<file path="config.mk">
export PLATFORM = sky130hd
export DESIGN_NAME = bus_timer
export DESIGN_NICKNAME = d
export VERILOG_FILES = /design/src/rtl/bus_timer.sv
export SDC_FILE = /design/constraint.sdc
export NUM_CORES = 1
export LEC_CHECK = 0
export CAP_MARGIN = 20
export CORE_AREA = 2 2 142 144
export CTS_BUF_LIST = sky130_fd_sc_hd__clkbuf_16
export DETAILED_ROUTE_END_ITERATION = 10
export DIE_AREA = 0 0 144 146
export DONT_BUFFER_PORTS = 1
export GPL_ROUTABILITY_DRIVEN = 0
export HOLD_SLACK_MARGIN = 0.12
export PLACE_DENSITY_LB_ADDON = 0.25
export SYNTH_ARGS = -nofsm -noshare
export SYNTH_HDL_FRONTEND = slang
export SYNTH_SLANG_ARGS = --single-unit
</file>
<file path="constraint.sdc">
create_clock -name clk -period 4.7 [get_ports clk]
set_input_delay 0.94 -clock clk [delete_from_list [all_inputs] [get_ports clk]]
set_output_delay 0.94 -clock clk [all_outputs]
set_load 0.01 [all_outputs]
</file>
<file path="src/rtl/bus_timer.sv">
// Memory-mapped machine timer: prescaled 64-bit mtime, 64-bit mtimecmp and a
// registered level interrupt, decoded from the shared arbiter bus.
module bus_timer #(
    parameter logic [31:0] BASE_ADDR      = 32'h0002_0000,
    parameter int          PRESCALE_WIDTH = 8
) (
    input  logic        clk,
    input  logic        reset,
    input  logic [31:0] address_in,
    input  logic        read_in,
    input  logic        write_in,
    input  logic [3:0]  write_mask_in,
    input  logic [31:0] write_value_in,
    output logic [31:0] read_value_out,
    output logic        timer_irq
);

    typedef enum logic [2:0] {
        OFF_MTIME_LO    = 3'd0,
        OFF_MTIME_HI    = 3'd1,
        OFF_MTIMECMP_LO = 3'd2,
        OFF_MTIMECMP_HI = 3'd3,
        OFF_CTRL        = 3'd4,
        OFF_STATUS      = 3'd5,
        OFF_RSVD0       = 3'd6,
        OFF_RSVD1       = 3'd7
    } reg_off_t;

    logic [63:0]               mtime;
    logic [63:0]               mtimecmp;
    logic [31:0]               shadow_hi;
    logic                      ctrl_en;
    logic [PRESCALE_WIDTH-1:0] ctrl_div;
    logic [PRESCALE_WIDTH-1:0] pre_cnt;

    logic        sel;
    reg_off_t    offset;
    logic        wr;
    logic        tick;
    logic [31:0] ctrl_word;
    logic [31:0] ctrl_next;
    logic        unused_addr_lsbs;

    assign sel              = (address_in[31:5] == BASE_ADDR[31:5]);
    assign offset           = reg_off_t'(address_in[4:2]);
    assign wr               = sel && write_in && (write_mask_in != 4'b0000);
    assign tick             = ctrl_en && (pre_cnt == ctrl_div);
    assign unused_addr_lsbs = ^address_in[1:0];

    // Replace only the byte lanes enabled in the mask.
    function automatic logic [31:0] merge_lanes(input logic [31:0] old_val,
                                                input logic [31:0] new_val,
                                                input logic [3:0]  mask);
        logic [31:0] result;
        result = old_val;
        for (int i = 0; i < 4; i++) begin
            if (mask[i]) result[8*i +: 8] = new_val[8*i +: 8];
        end
        return result;
    endfunction

    always_comb begin
        // NOTE: every always_comb output gets a default first so no latch is inferred.
        ctrl_word                       = '0;
        ctrl_word[0]                    = ctrl_en;
        ctrl_word[8 +: PRESCALE_WIDTH]  = ctrl_div;
        ctrl_next                       = merge_lanes(ctrl_word, write_value_in, write_mask_in);
    end

    always_comb begin
        read_value_out = '0;
        if (sel && read_in) begin
            case (offset)
                OFF_MTIME_LO:    read_value_out = mtime[31:0];
                OFF_MTIME_HI:    read_value_out = shadow_hi;
                OFF_MTIMECMP_LO: read_value_out = mtimecmp[31:0];
                OFF_MTIMECMP_HI: read_value_out = mtimecmp[63:32];
                OFF_CTRL:        read_value_out = ctrl_word;
                OFF_STATUS:      read_value_out = {31'b0, timer_irq};
                default:         read_value_out = '0;
            endcase
        end
    end

    // NOTE: all state uses non-blocking assignments so every update sees pre-edge values.
    always_ff @(posedge clk) begin
        if (reset) begin
            mtime     <= '0;
            mtimecmp  <= '1;
            shadow_hi <= '0;
            ctrl_en   <= 1'b0;
            ctrl_div  <= '0;
            pre_cnt   <= '0;
            timer_irq <= 1'b0;
        end else begin
            timer_irq <= ctrl_en && (mtime >= mtimecmp);

            // Latching the high word on a low-word read makes a LO/HI pair atomic.
            if (sel && read_in && offset == OFF_MTIME_LO)
                shadow_hi <= mtime[63:32];

            // A write to either mtime word suppresses the tick for the whole counter.
            if (wr && offset == OFF_MTIME_LO)
                mtime[31:0] <= merge_lanes(mtime[31:0], write_value_in, write_mask_in);
            else if (wr && offset == OFF_MTIME_HI)
                mtime[63:32] <= merge_lanes(mtime[63:32], write_value_in, write_mask_in);
            else if (tick)
                mtime <= mtime + 64'd1;

            if (wr && offset == OFF_MTIMECMP_LO)
                mtimecmp[31:0] <= merge_lanes(mtimecmp[31:0], write_value_in, write_mask_in);
            if (wr && offset == OFF_MTIMECMP_HI)
                mtimecmp[63:32] <= merge_lanes(mtimecmp[63:32], write_value_in, write_mask_in);

            if (wr && offset == OFF_CTRL) begin
                ctrl_en  <= ctrl_next[0];
                ctrl_div <= ctrl_next[8 +: PRESCALE_WIDTH];
                pre_cnt  <= '0;
            end else if (!ctrl_en || tick) begin
                pre_cnt <= '0;
            end else begin
                pre_cnt <= pre_cnt + PRESCALE_WIDTH'(1);
            end
        end
    end

endmodule

</file>
==> summary.md, run 1 <==
| Metric | Value |
|---|---|
| Final Util | `0.628` |
| Number of distinct library cells after synthesis | `71` |
| Number of ports placed on the die boundary | `105` |
| Seq/Total Area, Yosys | `0.312` |
| Synthesized cell area | `11400 sq um` |
| Global router's overall resource usage | `0.357` |
| Portion of synthesized cell area occupied by the leading cell type | `0.312` |
| H-Tree Level Count | `4` |
| Largest area contributor in the synthesized netlist | `dfxtp_1` |
| Startpoint-to-endpoint class of the critical path | `primary input to output pin` |
| Async set-or-reset flop fraction in the synthesized netlist | `0` |
| Vias after detailed routing | `11701` |
| Grt ovf | `0` |
| Global-route wire length before repair | `59.4 mm` |
| Resized cells post-CTS | `0` |
| Final net count | `1536` |
| # setup viols final | `0` |
| Area added between synthesis and finish | `6.24%` |
| Number of CTS-inserted buffers | `17` |
| Initial core utilization | `0.591` |
| Post-Synthesis Net Count | `1596` |
| Clock tree from TritonCTS | `done` |
| Fin crit period | `3830 ps` |
| Clock transition at the registers of the reported paths | `70 ps` |
| Most used flip-flop cell after synthesis | `dfxtp_1` |
| Signal arrival time at the worst endpoint | `2890 ps` |
| Final Hold Viols | `0` |
| Result of the run | `completed` |
| Most frequent standard cell in the layout excluding fill and tap cells | `nand2_1` |
| Critical path data required time | `3760 ps` |
| Static power due to leakage | `5.20 nW` |
| Full die area | `21000 sq um` |
| Kind of end point of the critical path | `output pin` |
| Setup repair after global routing missed its margin | `false` |
| Register Area | `3560 sq um` |
| Tightest Pin Transition | `1060 ps` |
| Final period util | `0.815` |
| Total iterations of the first detailed-routing run | `6` |
| Routed WL | `38.1 mm` |
| Post-Synthesis Cells | `1458` |
| Initial antenna violation count | `0` |
| Clock skew | `10.2 ps` |
| Maximum root-to-sink buffer count | `2` |
| Antenna diodes | `0` |
| Post-route DRC | `0` |
| Port Buffer Count | `0` |
| Area of the multi-input gates | `7200 sq um` |
| Maximum number of pins on one net before global-route repair | `103` |
| Clock root buffer | `clkbuf_16` |
| Remaining antenna violation count after routing | `0` |
| Vias in the first global route | `11057` |
| Tightest slew margin relative to the limit | `0.282` |
| Routed WL per cell | `22.7 um` |
| Synth Register Bits | `178` |
| Maximum fanout count along the critical path | `31` |
| Number of setup buffers added after CTS | `0` |
| Number of pins exceeding their max-slew limit in the final report | `0` |
| Top library cells by usage in the layout, fill and taps aside | `223 x nand2_1, 178 x dfxtp_1, 113 x a21oi_1` |
| Number of synthesized flops with an enable pin | `0` |
| Sinks on Clock Net | `178` |
| Setup TNS after final layout | `0 ps` |
| Detailed-placement wirelength estimate | `25.9 mm` |
| Clock network latency to the later pin of the worst-skew pair | `440 ps` |
| Fill cell total of the finished layout | `1745` |
| Starting DRT DRC Count | `1354` |
| Pwr/cell area | `248 nW/um^2` |
| Top post-synthesis cells by area | `dfxtp_1 31%, nand2_1 7.3%, ha_1 7.2%` |
| Layout cells sized above 1 | `0.0596` |
| Overall power consumption | `3.01 mW` |
| Worst voltage drop across the vdd grid | `0.000248 V` |
| Worst min-delay path class | `flop to flop` |
| Number of rows created at floorplan | `51` |
| Crit path launch type | `primary input` |
| Die H | `146 um` |
| Maximum operating frequency | `261 MHz` |
| Width of the die | `144 um` |
| Count of hold buffers inserted by post-cts repair | `0` |
| Synth Area per Inst | `7.84 sq um` |
| Ratio of routed vias to standard cells | `6.99` |
| Maximum Capacitance Violations | `0` |
| CORE AREA | `19300 sq um` |
| Number of warning messages in the yosys log | `0` |
## report_power, final
group / internal, mW / total (mW) / switching, mW
logic: 0.0254 / 0.0772 / 0.0519
registers: 1.51 / 1.51 / 0.000000000222
clock network: 0.778 / 1.43 / 0.648
## worst max-delay path, stage by stage
cell	delay (ps)
nor4_1	320
nand4_1	470
nor2_1	390
o211ai_1	130
buf_4	300
a21oi_1	310
## routing by layer
layer	track usage	vias to the layer above	part of all wire
li1	-	5332	-
met1	0.468	5492	0.40
met2	0.551	730	0.45
met3	0.0869	147	0.11
met4	0.166	0	0.043
met5	0	-	0
## Yosys cell counts, drive strengths merged, types with 4 or more instances
master and instances:
a22oi 51, o31ai 31, or2 4, buf 24, inv 79, mux2i 48, a222oi 5, o22ai 5
and2 16, o41ai 5, nand4 41, a2111oi 5, nor4 27, a21o 24, a31oi 28, a211oi 24
clkbuf 80, or4 10, ha 66, dfxtp 178, nand3 43, a21oi 113, xor2 4, and3 21
mux2 7, o21ai 37, o211ai 36, a221oi 4, and4 10, a211o 6, a41oi 4, nand2 224
a31o 4, o21a 8, xnor2 10, or3 9, nor3 37, o311ai 20, o32ai 9, nor2 64
nand2b 4, o211a 6
## final timing paths
path | from | endpoint | slack (ps) | cells past startpoint
worst min-delay path | shadow_hi[28] | shadow_hi[28] | 460 | 2
worst max register to register | mtime[13] | mtime[47] | 1420 | 6
worst max-delay path | address_in[15] | read_value_out[21] | 870 | 6
worst min register to register | shadow_hi[28] | shadow_hi[28] | 460 | 2
## area by class of cell
cell class	count	area share
Multi-Input combinational cell	1097	0.593
Sequential cell	178	0.294
Clock buffer	17	0.0350
Tap cell	265	0.0273
Inverter	79	0.0244
Timing Repair Buffer	25	0.0155
Clock inverter	14	0.0113
## logic make-up after synthesis
group	count (synthesis)	share of synthesized area
simple gates	524	0.229
compound gates	436	0.261
buf+inv	183	0.0625
flops	178	0.312
fa+ha+maj	66	0.0723
mux	57	0.0529
xor+xnor	14	0.0107
## registers in the layout, summed over array words and instances, names as in the netlist
signal	count
mtime	64
pre_cnt	8
ctrl_div	8
shadow_hi	32
ctrl_en	1
timer_irq	1
mtimecmp	64
## through the flow
step / instances / hold slack [ps] / instance area, sq um / setup WS (ps)
after floorplan: 1458 / 433 / 11400 / 1140
after global placement: 1644 / 434 / 11600 / 943
after detailed placement: 1644 / 442 / 11600 / 863
after CTS: 1675 / 451 / 12100 / 864
after global routing: 1675 / 474 / 12100 / 565
final: 1675 / 456 / 12100 / 871
Note: power is estimated with default switching activity, not from simulation.
==> run 2: changes to the inputs <==
- clock period: 4.7 -> 3.85 ns (I/O delays scaled with it)
==> run 2 against run 1 <==
Total power is 25% higher. Clock-buffer cell count did not move. Critical path depth up 1. Core utilization is 1.9 points higher. Die area unchanged.
==> summary.md, run 2 (synthesis gave the netlist of run 1 again) <==
| Metric | Value |
|---|---|
| Result of the run | `completed` |
| Vias after detailed routing | `11896` |
| Number of setup buffers added after CTS | `0` |
| Sinks on Clock Net | `178` |
| Pwr/cell area | `302 nW/um^2` |
| Worst min-delay path class | `primary input to flop` |
| H-Tree Level Count | `4` |
| Global-route wire length before repair | `60.1 mm` |
| Startpoint-to-endpoint class of the critical path | `primary input to output pin` |
| Cell repeated most along the worst path | `buf_4` |
| Kind of end point of the critical path | `output pin` |
| Top library cells by usage in the layout, fill and taps aside | `223 x nand2_1, 178 x dfxtp_1, 113 x a21oi_1` |
| Routed WL per cell | `22.4 um` |
| CORE AREA | `19300 sq um` |
| Full die area | `21000 sq um` |
| Vias in the first global route | `11331` |
| Most frequent standard cell in the layout excluding fill and tap cells | `nand2_1` |
| Layout cells sized above 1 | `0.0875` |
| Tightest slew margin relative to the limit | `0.447` |
| Tightest Pin Transition | `821 ps` |
| Maximum root-to-sink buffer count | `2` |
| Antenna diodes | `0` |
| Starting DRT DRC Count | `1380` |
| Critical path's slowest cell | `nor4b_1` |
| Initial core utilization | `0.591` |
| Worst stage delay on the critical path | `480 ps` |
| Global router's overall resource usage | `0.360` |
| Post-route DRC | `0` |
| Routed WL | `38.5 mm` |
| Static power due to leakage | `5.43 nW` |
| Crit path buffers/inverters | `2` |
| Ratio of routed vias to standard cells | `6.93` |
| Worst voltage drop across the vdd grid | `0.000292 V` |
| Area added between synthesis and finish | `9.45%` |
| Setup TNS after final layout | `0 ps` |
| Signal arrival time at the worst endpoint | `2680 ps` |
| Depth of the most critical reg-to-reg path | `6` |
| Final Hold Viols | `0` |
| Area post-placement | `11900 sq um` |
| Grt ovf | `0` |
| Registers with the most flip-flops | `mtime (64), mtimecmp (64), shadow_hi (32)` |
| Count of hold buffers inserted by post-cts repair | `0` |
| Die H | `146 um` |
| Maximum operating frequency | `290 MHz` |
| # setup viols final | `0` |
| Fin crit period | `3450 ps` |
| Number of ports placed on the die boundary | `105` |
| Clock transition at the registers of the reported paths | `70 ps` |
| Number of pins exceeding their max-slew limit in the final report | `0` |
| Maximum fanout count along the critical path | `18` |
| Cells along the critical path | `nor4b_1, nand3_1, nor2_1, o211ai_1, buf_4, a21oi_1, buf_4` |
| Clock root buffer | `clkbuf_16` |
| Remaining antenna violation count after routing | `0` |
| Crit path launch type | `primary input` |
| Post-place setup slack | `412 ps` |
| Resized cells post-CTS | `0` |
| Number of CTS-inserted buffers | `17` |
| Total iterations of the first detailed-routing run | `6` |
| Clock skew | `10.2 ps` |
| Smallest setup slack after layout | `405 ps` |
| Number of rows created at floorplan | `51` |
| Initial antenna violation count | `0` |
| Maximum Capacitance Violations | `0` |
| Width of the die | `144 um` |
| Detailed-placement wirelength estimate | `26.2 mm` |
| Final period util | `0.895` |
| Final design area excluding fillers | `12500 sq um` |
| Critical path depth in cells | `7` |
| Final net count | `1576` |
| Gate family responsible for the most delay along the worst path | `simple AND/OR/NAND/NOR gates` |
| Clock tree from TritonCTS | `done` |
| Port Buffer Count | `0` |
| Setup repair after global routing missed its margin | `false` |
| Maximum number of pins on one net before global-route repair | `103` |
| Final Util | `0.647` |
| Clock network latency to the later pin of the worst-skew pair | `440 ps` |
| Critical path data required time | `3080 ps` |
| Count of cells along the worst hold path | `1` |
==> run 2: area by class of cell <==
type,instances,area (sq um)
Multi-Input combinational cell,1097,7200
Fill cell,1736,6830
Sequential cell,178,3560
Timing Repair Buffer,65,513
Clock buffer,17,425
Tap cell,265,332
Inverter,79,297
Clock inverter,15,179
==> run 2: per-stage QoR <==
| step | std cells | power, mW | hold WS, ps |
|---|---|---|---|
| after floorplan | 1458 | 1.97 | 433 |
| final | 1716 | 3.77 | 401 |
| after global placement | 1684 | 1.97 | 437 |
| after global routing | 1716 | 3.86 | 383 |
| after detailed placement | 1684 | 1.98 | 441 |
| after CTS | 1716 | 3.77 | 398 |
==> run 2: per-layer routing <==
metal | routed length [um] | track usage | up-vias
li1 | - | - | 5412
met1 | 15300 | 0.474 | 5560
met2 | 17200 | 0.561 | 770
met3 | 4250 | 0.0826 | 154
met4 | 1650 | 0.159 | 0
met5 | 0 | 0 | -
==> run 2: where the power goes <==
part           internal [mW]  total (mW)  switching (mW)
Sequential              1.84        1.84  0.000000000263
Clock                   1.03        1.84           0.810
Combinational         0.0319      0.0963          0.0644
Total                   2.90        3.77           0.874
==> run 2: final timing paths <==
kind,startpoint,endpoint,slack [ps]
min reg2reg,shadow_hi[19],shadow_hi[19],460
max,address_in[20],read_value_out[27],400
max reg2reg,mtime[13],mtime[54],860
min,reset,shadow_hi[16],400
==> run 3: changes to the inputs <==
- clock period: 3.85 -> 3.9 ns (I/O delays scaled with it)
==> run 3 against run 2 <==
Non-clock buffer count shrank 12. Clock skew grew 1.3 ps. Core utilization shrank 0.47 points. Sequential power is essentially flat. Clock-buffer cell count is the same. Via count shrank 0.86%. Setup slack gained 29 ps. Flip-flop and latch count is the same. Worst hold slack gained 15 ps. Highest routed layer unchanged.
==> summary.md, run 3 (synthesis gave the netlist of run 1 again) <==
| Metric | Value |
|---|---|
| Routed WL per cell | `22.4 um` |
| Number of pins exceeding their max-slew limit in the final report | `0` |
| Sinks on Clock Net | `178` |
| Remaining antenna violation count after routing | `0` |
| Area added between synthesis and finish | `8.65%` |
| Resized cells post-CTS | `0` |
| Worst voltage drop across the vdd grid | `0.000310 V` |
| Port Buffer Count | `0` |
| Number of ports placed on the die boundary | `105` |
| Final Hold Viols | `0` |
| CORE AREA | `19300 sq um` |
| Setup TNS after final layout | `0 ps` |
| # setup viols final | `0` |
| Post-route DRC | `0` |
| Global routing usage on met1 | `0.488` |
| Setup repair after global routing missed its margin | `false` |
| Starting DRT DRC Count | `1562` |
| Comb power frac | `0.025` |
| Number of rows created at floorplan | `51` |
| Initial antenna violation count | `0` |
| Number of setup buffers added after CTS | `0` |
| Routed WL | `38.2 mm` |
| Switching share of total power | `0.231` |
| Total iterations of the first detailed-routing run | `8` |
| Met3 capacity usage during global routing | `0.0688` |
| Antenna diodes | `0` |
| Maximum Capacitance Violations | `0` |
| Internal power | `2.86 mW` |
| Clock tree from TritonCTS | `done` |
| Clock skew | `11.5 ps` |
| Registers with the most flip-flops | `mtime (64), mtimecmp (64), shadow_hi (32)` |
| Clock transition at the registers of the reported paths | `70 ps` |
| Tightest slew margin relative to the limit | `0.369` |
| Post-place setup slack | `462 ps` |
| Clock network latency to the later pin of the worst-skew pair | `440 ps` |
| Most Used Layer, Global Route | `met2` |
| Startpoint-to-endpoint class of the critical path | `primary input to output pin` |
| Vias in the first global route | `11158` |
| Initial core utilization | `0.591` |
| Final net count | `1564` |
| Top library cells by usage in the layout, fill and taps aside | `223 x nand2_1, 178 x dfxtp_1, 113 x a21oi_1` |
| Maximum number of pins on one net before global-route repair | `103` |
| Clock root buffer | `clkbuf_16` |
| Signal arrival time at the worst endpoint | `2690 ps` |
| Pwr/cell area | `300 nW/um^2` |
| Count of hold buffers inserted by post-cts repair | `0` |
| Number of CTS-inserted buffers | `17` |
| Layout cells sized above 1 | `0.0785` |
| Die H | `146 um` |
| Final period util | `0.889` |
| Sw power | `0.861 mW` |
| Ratio of routed vias to standard cells | `6.92` |
| Grt ovf | `0` |
| Fraction of power consumed by sequential logic | `0.488` |
| Maximum operating frequency | `288 MHz` |
| Worst-case hold slack | `416 ps` |
| Kind of end point of the critical path | `output pin` |
| Global-route wire length before repair | `59.8 mm` |
| Share of power burned in the clock network | `0.487` |
| H-Tree Level Count | `4` |
| Tightest Pin Transition | `945 ps` |
| Fin crit period | `3470 ps` |
| Critical path data required time | `3120 ps` |
| Vias after detailed routing | `11794` |
| Global router's overall resource usage | `0.359` |
| Maximum root-to-sink buffer count | `2` |
| Worst min-delay path class | `primary input to flop` |
| Maximum fanout count along the critical path | `19` |
| Width of the die | `144 um` |
| Setup slack on the worst flop-to-flop path | `950 ps` |
| Smallest setup slack after layout | `434 ps` |
| Most frequent standard cell in the layout excluding fill and tap cells | `nand2_1` |
| Result of the run | `completed` |
| Detailed-placement wirelength estimate | `25.7 mm` |
| Crit path launch type | `primary input` |
| Static power due to leakage | `5.37 nW` |
| Full die area | `21000 sq um` |
| Met2 Track Usage GR | `0.554` |
run 3: worst max-delay path, stage by stage:
cell and delay, ps:
nor4b_1 490, nand3_1 330, nor2_1 300, o211ai_1 180, buf_4 260, a21oi_1 180, buf_4 150
run 3: worst paths after layout:
| kind | end | start | cells past startpoint |
|---|---|---|---|
| hold / removal | shadow_hi[12] | reset | 1 |
| setup / recovery | read_value_out[22] | address_in[20] | 7 |
| hold reg to reg | shadow_hi[31] | shadow_hi[31] | 2 |
| setup reg to reg | mtime[60] | mtime[0] | 7 |
run 3: layer usage:
layer	part of all wire	up-vias
li1	-	5381
met5	0	-
met1	0.40	5484
met4	0.046	0
met3	0.11	155
met2	0.44	774
run 3: final cells by class:
cell class	count	area [sq um]
clock buffers	17	425
clock inverters	15	178
fillers	1704	6920
inverters	79	297
multi-input cells	1097	7200
flip-flops and latches	178	3560
well taps	265	332
repair buffers	53	423
run 3: power groups by stage:
stage               clock network (mW)  logic, mW  registers [mW]
floorplan                            0     0.0836            1.86
global placement                     0     0.0888            1.86
detailed placement                   0     0.0898            1.86
CTS                               1.82     0.0900            1.82
global route                      1.89     0.0979            1.82
finish                            1.82     0.0927            1.82
run 3: per-stage QoR:
| step | instances | total power, mW | util | cell area [sq um] |
|---|---|---|---|---|
| 3_3_place_gp | 1672 | 1.95 | 0.611 | 11800 |
| 5_1_grt | 1704 | 3.80 | 0.642 | 12400 |
| 2_1_floorplan | 1458 | 1.94 | - | 11400 |
| 4_1_cts | 1704 | 3.72 | 0.642 | 12400 |
| 6_report | 1704 | 3.72 | 0.642 | 12400 |
| 3_5_place_dp | 1672 | 1.95 | 0.611 | 11800 |
